$ cat config.mk
export PLATFORM = sky130hd
export DESIGN_NAME = rate_tick_gen_flat
export DESIGN_NICKNAME = d
export VERILOG_FILES = /design/src/rtl/rate_tick_pkg.sv /design/src/rtl/rate_tick_gen_if.sv /design/src/rtl/rate_addr_step.sv /design/src/rtl/rate_tick_gen.sv /design/src/flat_wrapper.sv
export SDC_FILE = /design/constraint.sdc
export NUM_CORES = 1
export LEC_CHECK = 0
export CAP_MARGIN = 10
export CORE_MARGIN = 1.5
export CORE_UTILIZATION = 25
export CTS_CLUSTER_DIAMETER = 120
export DETAILED_ROUTE_END_ITERATION = 7
export PLACE_DENSITY = 0.39
export SLEW_MARGIN = 10
export SYNTH_ARGS = -nofsm -noshare
export SYNTH_HDL_FRONTEND = slang
export SYNTH_SLANG_ARGS = --single-unit
$ cat constraint.sdc
create_clock -name clk -period 4.7 [get_ports clk]
set_clock_uncertainty 0.15 [all_clocks]
set_input_delay 0.705 -clock clk [delete_from_list [all_inputs] [get_ports clk]]
set_output_delay 0.705 -clock clk [all_outputs]
set_load 0.005 [all_outputs]
$ cat src/rtl/rate_tick_pkg.sv
// Shared definitions for the rate tick generator: FSM states, default period and clamp helper.
package rate_tick_pkg;

  typedef enum logic [1:0] {
    IDLE   = 2'b00,
    RUN    = 2'b01,
    PAUSED = 2'b10
  } state_e;

  // Power-on period, shared with the speed controller.
  localparam logic [31:0] DEFAULT_PERIOD = 32'h132;

  function automatic logic [31:0] clamp(input logic [31:0] p, input logic [31:0] min_p);
    return (p < min_p) ? min_p : p;
  endfunction

endpackage

$ cat src/rtl/rate_tick_gen_if.sv
// Speed-controller to tick-generator bus; clk_out exists only with RATE_TICK_CLKOUT_EN.
interface rate_tick_gen_if #(
  parameter int unsigned ADDR_W = 23
);
  logic [31:0]       period_in;
  logic              start;
  logic              pause;
  logic              restart;
  logic              dir;
  logic              tick;
  logic [ADDR_W-1:0] addr;
  logic              running;
  logic              wrapped;
`ifdef RATE_TICK_CLKOUT_EN
  logic              clk_out;

  modport master (
    output period_in, start, pause, restart, dir,
    input  tick, addr, running, wrapped, clk_out
  );
  modport slave (
    input  period_in, start, pause, restart, dir,
    output tick, addr, running, wrapped, clk_out
  );
`else
  modport master (
    output period_in, start, pause, restart, dir,
    input  tick, addr, running, wrapped
  );
  modport slave (
    input  period_in, start, pause, restart, dir,
    output tick, addr, running, wrapped
  );
`endif
endinterface

$ cat src/rtl/rate_addr_step.sv
// Sample address register: steps forward/backward on request, rewinds on restart, flags wraps.
module rate_addr_step #(
  parameter int unsigned ADDR_W = 23
) (
  input  logic              clk,
  input  logic              reset,
  input  logic              step_i,
  input  logic              dir_i,
  input  logic              restart_i,
  output logic [ADDR_W-1:0] addr_o,
  output logic              wrapped_o
);

  localparam logic [ADDR_W-1:0] AddrMax = '1;
  localparam logic [ADDR_W-1:0] AddrOne = ADDR_W'(1);

  logic [ADDR_W-1:0] addr_q, addr_d;
  logic              wrapped_q, wrapped_d;

  always_comb begin
    addr_d    = addr_q;
    wrapped_d = 1'b0;
    if (restart_i) begin
      addr_d = dir_i ? AddrMax : '0;
    end else if (step_i) begin
      if (dir_i) begin
        addr_d    = addr_q - AddrOne;
        wrapped_d = (addr_q == '0);
      end else begin
        addr_d    = addr_q + AddrOne;
        wrapped_d = (addr_q == AddrMax);
      end
    end
  end

  always_ff @(posedge clk or posedge reset) begin
    if (reset) begin
      addr_q    <= '0;
      wrapped_q <= 1'b0;
    end else begin
      addr_q    <= addr_d;
      wrapped_q <= wrapped_d;
    end
  end

  assign addr_o    = addr_q;
  assign wrapped_o = wrapped_q;

endmodule

$ cat src/rtl/rate_tick_gen.sv
// Period-driven sample strobe and address walker; RATE_TICK_CLKOUT_EN adds a tick-rate clk_out.
module rate_tick_gen
  import rate_tick_pkg::*;
#(
  parameter int unsigned ADDR_W     = 23,
  parameter logic [31:0] MIN_PERIOD = 32'd2
) (
  input  logic           clk,
  input  logic           reset,
  rate_tick_gen_if.slave bus
);

  logic [1:0]  state_q, state_d;
  logic [31:0] cnt_q, cnt_d;
  logic [31:0] period_q, period_d;
  logic        tick_q, tick_d;
  logic        step;
  logic        due;

  assign due = (cnt_q == period_q - 32'd1);

  always_comb begin
    state_d  = state_q;
    cnt_d    = cnt_q;
    period_d = period_q;
    tick_d   = 1'b0;
    step     = 1'b0;
    if (bus.restart) begin
      cnt_d = '0;
    end else begin
      case (state_q)
        IDLE: begin
          if (!bus.pause && bus.start) begin
            state_d  = RUN;
            cnt_d    = '0;
            period_d = clamp(bus.period_in, MIN_PERIOD);
          end
        end
        RUN: begin
          // Pause outranks a due tick; the count stays at period-1 and fires after resume.
          if (bus.pause) begin
            state_d = PAUSED;
          end else if (due) begin
            cnt_d    = '0;
            period_d = clamp(bus.period_in, MIN_PERIOD);
            tick_d   = 1'b1;
            step     = 1'b1;
          end else begin
            cnt_d = cnt_q + 32'd1;
          end
        end
        PAUSED: begin
          if (!bus.pause && bus.start) begin
            state_d = RUN;
          end
        end
        default: state_d = IDLE;
      endcase
    end
  end

  always_ff @(posedge clk or posedge reset) begin
    if (reset) begin
      state_q  <= IDLE;
      cnt_q    <= '0;
      period_q <= DEFAULT_PERIOD;
      tick_q   <= 1'b0;
    end else begin
      state_q  <= state_d;
      cnt_q    <= cnt_d;
      period_q <= period_d;
      tick_q   <= tick_d;
    end
  end

  rate_addr_step #(
    .ADDR_W(ADDR_W)
  ) u_addr_step (
    .clk      (clk),
    .reset    (reset),
    .step_i   (step),
    .dir_i    (bus.dir),
    .restart_i(bus.restart),
    .addr_o   (bus.addr),
    .wrapped_o(bus.wrapped)
  );

  assign bus.tick    = tick_q;
  assign bus.running = (state_q == RUN);

`ifdef RATE_TICK_CLKOUT_EN
  assign bus.clk_out = (state_q != IDLE) && (cnt_q < (period_q >> 1));
`endif

endmodule

$ cat src/flat_wrapper.sv
// flat-port wrapper written by rule: the top's interface ports become plain ports
module rate_tick_gen_flat import rate_tick_pkg::*;
#(
  parameter int unsigned ADDR_W     = 23,
  parameter logic [31:0] MIN_PERIOD = 32'd2
)
  (clk, reset, bus_period_in, bus_start, bus_pause, bus_restart, bus_dir, bus_tick, bus_addr, bus_running, bus_wrapped);
  rate_tick_gen_if #(.ADDR_W(ADDR_W)) bus_i ();
  input  logic clk;
  input  logic reset;
  input wire logic [$bits(bus_i.period_in)-1:0] bus_period_in;
  input wire logic [$bits(bus_i.start)-1:0] bus_start;
  input wire logic [$bits(bus_i.pause)-1:0] bus_pause;
  input wire logic [$bits(bus_i.restart)-1:0] bus_restart;
  input wire logic [$bits(bus_i.dir)-1:0] bus_dir;
  output wire logic [$bits(bus_i.tick)-1:0] bus_tick;
  output wire logic [$bits(bus_i.addr)-1:0] bus_addr;
  output wire logic [$bits(bus_i.running)-1:0] bus_running;
  output wire logic [$bits(bus_i.wrapped)-1:0] bus_wrapped;
  assign bus_i.period_in = bus_period_in;
  assign bus_i.start = bus_start;
  assign bus_i.pause = bus_pause;
  assign bus_i.restart = bus_restart;
  assign bus_i.dir = bus_dir;
  assign bus_tick = bus_i.tick;
  assign bus_addr = bus_i.addr;
  assign bus_running = bus_i.running;
  assign bus_wrapped = bus_i.wrapped;
  rate_tick_gen #(.ADDR_W(ADDR_W), .MIN_PERIOD(MIN_PERIOD)) u_core (.clk(clk), .reset(reset), .bus(bus_i));
endmodule
==> impl_results.md, run 1 <==
* DRT iter0 DRCs at 320
* Port-buffer cells at 63
* Worst-Margin Slew at 0.925 ns
* Leakage at 3.19 nW
* Clock tree buffer depth at 2
* Max-slew violation count at 0
* Seq pwr share at 40.0%
* VDD IR-drop max at 0.183 mV
* Sequential area share after synthesis at 34.2%
* Switching part of the total at 37.4%
* Critical Path AT at 4.44 ns
* Cells after Synth at 752
* Failing checks: design-rule violations
* Clk root buf: clkbuf_16
* Final cycle utilization of the critical path at 92.7%
* Async SR Flop Fraction at 100%
* Area Overhead vs Synth at 20.5%
* Crit-path cells: inv_1 > ha_1 > nor4b_1 > nand2_1 > o311ai_0 > nor2_1 > or4_1 > a2111oi_2 > a41oi_1 > nor4_4 > buf_4 > mux2_1
* Max incr delay on CP at 0.57 ns
* Initial Utilization at 25.5%
* Sink Count at 91
* Cell-internal power at 0.00189 W
* Wire per inst at 18.0 um
* Synth unique cells at 72
* Final wirelength at 20600 um
* Power Density at 374 nW/um2
* H-tree Lvls at 3
* Residual DRC at 8
* Max_slew headroom at 38.2%
* PostCTS Resize Cnt at 0
* Design area at 8040 um2
* Ports at 64
* Postcts setup bufs at 0
* #FFs+latches synth at 91
* Crit path max fanout at 19
* EDFF count, synth at 0
* Total Nets Final at 867
* Chip width at 166 um
* CP startpoint: u_core.period_q[0]
* CTS clk-pin slew, worst paths at 0.07 ns
* CP Capture Type: register
* Final Hold Fails at 0
* Highest-delay cell along the critical path: or4_1
* First drt pass iteration count at 8
* Setup_tns at 0 ns
* Number of buffers created by CTS at 9
* GPL Wtd Cong at 0.818
* Number of max-cap violations at 0
* Die Span Y at 166 um
* # diodes at 0
* TritonCTS clock tree: yes
* Ys Warns at 0
* Final setup fails at 0
* Required time of the worst setup path at 4.78 ns
* Vias per cell at 5.31
* Combinational power share at 33.1%
* Die area at 27700 um2
* Post-DP HPWL at 15700 um
* Vias post-DR at 6083
* Final Critical Period at 4.36 ns
* Min-Delay Path Class: reg2reg
* Status: finished, violations left
* Worst Setup Start Kind: register
* Top FF cell, synth: dfrtp_1
* Share of cells above drive strength 1 at 7.16%
* Buf/Inv on CP at 2
* DP Area at 7720 um2
* Maximum clock frequency at 229 MHz
* GRT Overall Usage at 15.3%
* ANT nets after route at 0
* Antenna violations before repair at 0
* Placeable Area at 26100 um2
* Clk pwr share at 26.9%
* Largest net degree at the start of global routing at 42
* Overflow after GRT at 0
* Sw power at 0.00112 W
* Hold path startpoint: u_core.period_q[1]
* Vias in the first global route at 6033
* Kind of critical path: reg2reg
* RSZ-0062 raised after global routing: false
* Post-CTS Hold Buffers at 0
* Crit-path leading delay family: simple AND/OR/NAND/NOR gates
* First-pass GRT wire length at 33700 um
* Skew-Pair Late Insertion Delay at 0.36 ns
* Cell area after synthesis at 6680 um2
* Post-synthesis area per instance at 8.88 um2
* Crit Reg-Reg Startpoint: u_core.period_q[0]
* Post-synth net total at 814
* Row count at 59
state kept, by name (all words and copies together), names as in the netlist:
| name | flops |
|---|---|
| u_core.cnt_q | 32 |
| u_core.period_q | 32 |
| u_core.u_addr_step.addr_o | 23 |
| u_core.state_q | 2 |
| u_core.bus.tick | 1 |
| u_core.u_addr_step.wrapped_o | 1 |
cells in the mapped netlist (20+ instances only):
cell type   n  area share (%)
nor4_1     26             2.4
a31oi_1    33             3.1
dfrtp_1    87              33
o21ai_0    24             1.8
mux2_1     28             4.7
a21oi_1    55             4.1
nor2_1     48             2.7
ha_1       23             4.3
xnor2_1    31             4.1
nand3_1    27             2.0
clkbuf_1   26             1.5
inv_1      21             1.2
nand2_1    53             3.0
mux2i_1    20             3.0
metrics by stage:
step           total power (W)  setup WS (ns)  std cells  hold WS, ns  utilization (%)
2_1_floorplan          0.00185          0.838        752        0.328                -
3_3_place_gp           0.00219          0.279       1129        0.351             29.6
5_1_grt                0.00322         0.0445       1145        0.397             30.8
6_report               0.00301          0.342       1145        0.366             30.8
4_1_cts                0.00304          0.366       1145        0.365             30.8
3_5_place_dp           0.00221          0.263       1129        0.357             29.6
kinds of logic (layout without fill, tap and decap cells):
kind of cell	Yosys count	in the layout	synth area share, %
compound gates	190	190	18.9
mux	52	52	8.40
simple gates	285	285	23.6
xor+xnor	48	48	6.50
buf+inv	62	120	3.79
fa+ha+maj	24	24	4.61
flops	91	91	34.2
final cells by class:
class	instances	area, um2
fillers	2777	18100
multi-input cells	599	4150
flip-flops and latches	91	2280
repair buffers	82	786
well taps	335	419
clock buffers	10	229
clock inverters	6	88.8
inverters	22	85.1
worst reg2reg max path: cells and delay by family (launching register included):
kind / cells / cell delay (ns)
buffers and inverters: 2 / 0.43
AOI/OAI and AO/OA: 3 / 0.94
DFF: 1 / 0.43
and+or+nand+nor: 5 / 1.57
adders and majority gates: 1 / 0.34
muxes: 1 / 0.37
power by group through the flow:
stage	sequential [W]	clock (W)	combinational (W)
after floorplan	0.00111	0	0.000747
after global placement	0.00121	0	0.000978
after detailed placement	0.00122	0	0.000991
after CTS	0.00120	0.000840	0.000999
after global routing	0.00124	0.000865	0.00111
final	0.00120	0.000809	0.000997
placed cells by master (no fill, tap or decap), types with 5 or more instances in the layout:
cell type / count
buf_4: 18
or4_1: 5
nand3_1: 27
and4_1: 7
or2_2: 8
a21o_1: 10
and2_1: 5
mux2_1: 28
clkdlybuf4s50_1: 63
a211o_1: 5
inv_1: 20
ha_1: 23
nand4_1: 17
a31oi_1: 33
dfrtp_1: 87
nor3_1: 18
o21ai_0: 24
a211oi_1: 5
o211ai_1: 5
mux2i_1: 20
nor2b_1: 5
o21a_1: 5
and3_1: 19
nor4_1: 26
nand2_1: 53
nand2b_1: 18
xnor2_1: 31
a21oi_1: 54
nor4b_1: 5
or3_1: 7
clkbuf_16: 9
a41oi_1: 5
xor2_1: 16
nor2_1: 48
final timing paths:
check	cells past startpoint	slack (ns)	to
hold / removal	2	0.37	u_core.period_q[1]
max in group asynchronous	3	2.93	u_core.period_q[4]
hold reg to reg	2	0.37	u_core.period_q[1]
setup reg to reg	12	0.34	u_core.period_q[22]
setup / recovery	12	0.34	u_core.period_q[22]
min in group asynchronous	2	0.63	u_core.period_q[6]
layer usage:
layer	share of wire (%)	up-vias	GRT usage (%)	wire length, um
met4	2.1	0	5.10	439
met3	3.1	22	2.67	636
met2	45	102	24.4	9330
met1	50	3012	21.0	10200
li1	-	2947	-	-
met5	0	-	0	0
Power figures use the tool's default switching activity.
==> run 2, diff against run 1 <==
SYNTH_HIERARCHICAL = 1   (was default)
==> impl_results.md, run 2 <==
* Leading cell type in the layout, fill and taps excluded: dfrtp_1
* Vias in the first global route at 5656
* Residual DRC at 0
* Synth unique cells at 78
* Post-placement setup slack at 0.255 ns
* Skew-Pair Late Insertion Delay at 0.35 ns
* Setup ws final at 0.245 ns
* Port-buffer cells at 63
* Final setup fails at 0
* Area contributors post-synth: dfrtp_1, mux2_4, xnor2_1
* Share of cells above drive strength 1 at 11.6%
* Max incr delay on CP at 0.59 ns
* Final Hold Fails at 0
* Post-route insts no fill at 1153
* EDFF count, synth at 0
* WP depth at 12
* Vias post-DR at 5723
* Min-Delay Path Class: reg2reg
* Die Span Y at 167 um
* Post-DP HPWL at 15200 um
* Max_slew headroom at 29.4%
* DRT iter0 DRCs at 409
* Top FF cell, synth: dfrtp_1
* Cell area after synthesis at 6760 um2
* Crit path max fanout at 32
* Number of buffers created by CTS at 9
* First-pass GRT wire length at 32800 um
* Initial Utilization at 25.3%
* #FFs+latches synth at 91
* Sequential area share after synthesis at 33.7%
* # diodes at 0
* Highest-delay cell along the critical path: or4_2
* Sink Count at 91
* Cells after Synth at 762
* Synth area leader: dfrtp_1
* First drt pass iteration count at 5
* Maximum clock frequency at 224 MHz
* Worst-Margin Slew at 1.06 ns
* Number of max-cap violations at 0
* Antenna violations before repair at 0
* Met1 Resource Use GR at 21.0%
* Worst Setup Start Kind: register
* Row count at 60
* Crit-path leading delay family: simple AND/OR/NAND/NOR gates
* CTS clk-pin slew, worst paths at 0.07 ns
* Top post-synthesis cells by count: dfrtp_1, nand2_1, nor2_1
* Clock tree buffer depth at 2
* Post-synth net total at 824
* PnR Total Power at 0.00306 W
* Final Critical Period at 4.45 ns
* Ys Warns at 6
* GR peak layer: met2
* Share of the synthesized area in the top cell type at 32.2%
* GRT Overall Usage at 14.8%
* Commonest cells after routing, fill and taps aside: dfrtp_1, nand2_1, clkdlybuf4s50_1, nor2_1, a21oi_1
* Wire per inst at 17.5 um
* Setup_tns at 0 ns
* TritonCTS clock tree: yes
* Power Density at 378 nW/um2
* Max-slew violation count at 0
* Post-CTS Hold Buffers at 0
* GPL Wtd Cong at 0.805
* Placeable Area at 26700 um2
* Final wirelength at 20100 um
* Crit-path cells: inv_1 > ha_1 > or4b_4 > or4b_1 > mux2i_1 > a211oi_1 > or4_4 > nor4_4 > a41oi_1 > or4_2 > buf_12 > mux2_1
* Ports at 64
* Most frequent cell after synthesis: dfrtp_1
* Chip width at 167 um
* Status: complete, no violations
* RSZ-0062 raised after global routing: false
* Total Nets Final at 869
* VDD IR-drop max at 0.198 mV
* Post-synthesis area per instance at 8.88 um2
* Leakage at 3.20 nW
* Clk root buf: clkbuf_16
* Postcts setup bufs at 0
* Async SR Flop Fraction at 100%
* Overflow after GRT at 0
* Final cycle utilization of the critical path at 94.8%
* Worst hold stages at 2
* Fillers at 2856
* Vias per cell at 4.96
* Met2 usage at 23.7%
* R2R depth at 12
* Critical Path AT at 4.54 ns
* Largest net degree at the start of global routing at 33
* CP Capture Type: register
* M3 GR Usage at 1.77%
* Die area at 28100 um2
* PostCTS Resize Cnt at 0
* Placed cells at 1137
* Kind of critical path: reg2reg
* Area Overhead vs Synth at 19.8%
* Required time of the worst setup path at 4.79 ns
* ANT nets after route at 0
* H-tree Lvls at 3
* Buf/Inv on CP at 2
[run 2: layout make-up]
type / count / area [um2] / area share [%]
clock inverters: 4 / 56.3 / 0.695
flip-flops and latches: 91 / 2280 / 28.2
well taps: 341 / 427 / 5.26
inverters: 17 / 63.8 / 0.787
clock buffers: 12 / 267 / 3.29
repair buffers: 80 / 783 / 9.66
multi-input cells: 608 / 4230 / 52.2
[run 2: routing by layer]
metal	vias up	part of all wire, %
met2	77	46
met3	12	2.4
met4	0	1.0
met1	2734	50
li1	2900	-
met5	-	0
[run 2: worst paths after layout]
check                              startpoint                      endpoint  slack (ns)
max                        u_core/period_q[0]           u_core/period_q[30]        0.25
min                        u_core/period_q[1]            u_core/period_q[1]        0.36
max reg2reg                u_core/period_q[0]           u_core/period_q[30]        0.25
min reg2reg                u_core/period_q[1]            u_core/period_q[1]        0.36
max in group asynchronous               reset  u_core/u_addr_step/addr_o[6]        2.90
min in group asynchronous               reset              u_core/cnt_q[24]        0.51
[run 2: tightest hold or removal path, cell delays in order, from the launching register on]
cell and delay, ns:
dfstp_2 0.38, inv_1 0.06, mux2i_1 0.07
[run 2: kinds of logic after synthesis]
logic type      Yosys count  share of synthesized area [%]
xor+xnor                 66                           8.55
simple gates            303                           24.0
compound gates          175                           17.2
mux                      40                           8.05
flops                    91                           33.7
fa+ha+maj                24                           4.55
buf+inv                  63                           3.92
[run 2: power breakdown]
group          total [W]  switching [W]  internal, W  leakage [nW]
combinational    0.00109       0.000547     0.000547          1.91
clock           0.000793       0.000332     0.000460         0.159
sequential       0.00118       0.000241     0.000936          1.13
[run 2: through the flow]
step | util (%) | hold WS [ns] | cell area (um2)
after floorplan | - | 0.328 | 6760
after global placement | 29.1 | 0.353 | 7780
after detailed placement | 29.1 | 0.351 | 7780
after CTS | 30.3 | 0.362 | 8110
after global routing | 30.3 | 0.391 | 8110
final | 30.3 | 0.358 | 8110
==> run 3, diff against run 2 <==
CORE_MARGIN = default   (was 1.5)
==> impl_results.md, run 3 (synthesis results as in run 2) <==
* PostCTS Resize Cnt at 0
* Clk pwr share at 24.7%
* Failing checks: design-rule violations
* Crit-path leading delay family: simple AND/OR/NAND/NOR gates
* Sink Count at 91
* Final wirelength at 20000 um
* Area Overhead vs Synth at 20.3%
* Placeable Area at 26300 um2
* Commonest cells after routing, fill and taps aside: dfrtp_1, nand2_1, clkdlybuf4s50_1, nor2_1, a21oi_1
* Port-buffer cells at 63
* Required time of the worst setup path at 4.79 ns
* Chip width at 166 um
* Die area at 27700 um2
* VDD IR-drop max at 0.187 mV
* Critical Path AT at 4.52 ns
* DRT iter0 DRCs at 396
* Crit-path cells: inv_1 > ha_1 > or4b_4 > or4b_1 > mux2i_1 > a211oi_1 > or4_4 > nor4_4 > a41oi_1 > or4_2 > buf_12 > mux2_1
* Max incr delay on CP at 0.60 ns
* ANT nets after route at 0
* First-pass GRT wire length at 32500 um
* First drt pass iteration count at 7
* Postcts setup bufs at 0
* Clock tree buffer depth at 2
* Number of max-cap violations at 0
* Crit path max fanout at 32
* Final Critical Period at 4.43 ns
* Leading cell type in the layout, fill and taps excluded: dfrtp_1
* Largest net degree at the start of global routing at 68
* Row count at 59
* Wire per inst at 17.4 um
* Vias in the first global route at 5839
* Die Span Y at 166 um
* Initial Utilization at 25.7%
* RSZ-0062 raised after global routing: false
* Setup_tns at 0 ns
* Worst Setup Start Kind: register
* Post-CTS Hold Buffers at 0
* Switching part of the total at 36.8%
* Skew-Pair Late Insertion Delay at 0.36 ns
* Finished Core Util at 31.0%
* TritonCTS clock tree: yes
* Maximum clock frequency at 226 MHz
* R2R Setup Slk at 0.27 ns
* Share of cells above drive strength 1 at 11.9%
* CTS clk-pin slew, worst paths at 0.07 ns
* Min-Delay Path Class: reg2reg
* Post-DP HPWL at 15000 um
* Residual DRC at 2
* Setup ws final at 0.275 ns
* Highest-delay cell along the critical path: or4_2
* H-tree Lvls at 3
* Total Nets Final at 874
* Cell-internal power at 0.00193 W
* # diodes at 0
* Combinational power share at 37.6%
* Vias per cell at 5.07
* Kind of critical path: reg2reg
* Power Density at 375 nW/um2
* Status: finished, violations left
* GRT Overall Usage at 14.8%
* CP Capture Type: register
* Leakage at 3.22 nW
* Sw power at 0.00112 W
* Clk root buf: clkbuf_16
* Buf/Inv on CP at 2
* GPL Wtd Cong at 0.916
* Overflow after GRT at 0
* Vias post-DR at 5834
* Number of buffers created by CTS at 9
* Post-placement setup slack at 0.255 ns
* Worst-Margin Slew at 0.909 ns
* Ports at 64
* Final Hold Fails at 0
* Seq pwr share at 37.7%
* Antenna violations before repair at 0
* Max-slew violation count at 0
* Final setup fails at 0
* Max_slew headroom at 39.4%
* Final cycle utilization of the critical path at 94.2%
## run 3: cell count changes in the layout (fill, tap and decap cells not counted), sizes merged
cell      delta
inv          -1
buf          +5
clkinvlp     +1
clkbuf       -1
## run 3: final timing paths
| check | cells after the start | startpoint | to |
|---|---|---|---|
| worst min-delay path | 2 | u_core/period_q[1] | u_core/period_q[1] |
| worst max-delay path | 12 | u_core/period_q[0] | u_core/period_q[30] |
| min in group asynchronous | 2 | reset | u_core/u_addr_step/addr_o[5] |
| worst min register to register | 2 | u_core/period_q[1] | u_core/period_q[1] |
| max in group asynchronous | 3 | reset | u_core/period_q[11] |
| worst max register to register | 12 | u_core/period_q[0] | u_core/period_q[30] |
## run 3: final cells by class
cell class,instances,area (um2)
multi-input combinational,608,4230
sequential,91,2280
clock buffer,11,243
timing repair buffer,85,853
tap,335,419
fill,2745,18100
inverter,17,63.8
clock inverter,4,51.3
## run 3: worst min-delay path: stages (launching register included)
cell and delay (ns):
dfstp_2 0.38, inv_1 0.07, mux2i_1 0.07
## run 3: layer usage
metal  GRT usage (%)  routed length, um  up-vias
met2            23.6               9220       85
li1                -                  -     2895
met3            3.18                737       17
met4            3.42                242        0
met1            20.3               9810     2837
met5               0                  0        -
## run 3: power groups by stage
stage | clock [W] | combinational (W) | sequential [W]
after floorplan | 0 | 0.000837 | 0.00109
after global placement | 0 | 0.00113 | 0.00117
after detailed placement | 0 | 0.00114 | 0.00117
after CTS | 0.000785 | 0.00114 | 0.00115
after global routing | 0.000817 | 0.00126 | 0.00118
final | 0.000754 | 0.00115 | 0.00115
## run 3: per-stage QoR
stage	power, W	instance area, um2	hold slack (ns)	cells
6_report	0.00305	8140	0.378	1151
5_1_grt	0.00326	8140	0.419	1151
4_1_cts	0.00308	8110	0.389	1150
3_5_place_dp	0.00230	7820	0.379	1135
3_3_place_gp	0.00230	7820	0.342	1135
2_1_floorplan	0.00192	6760	0.328	762
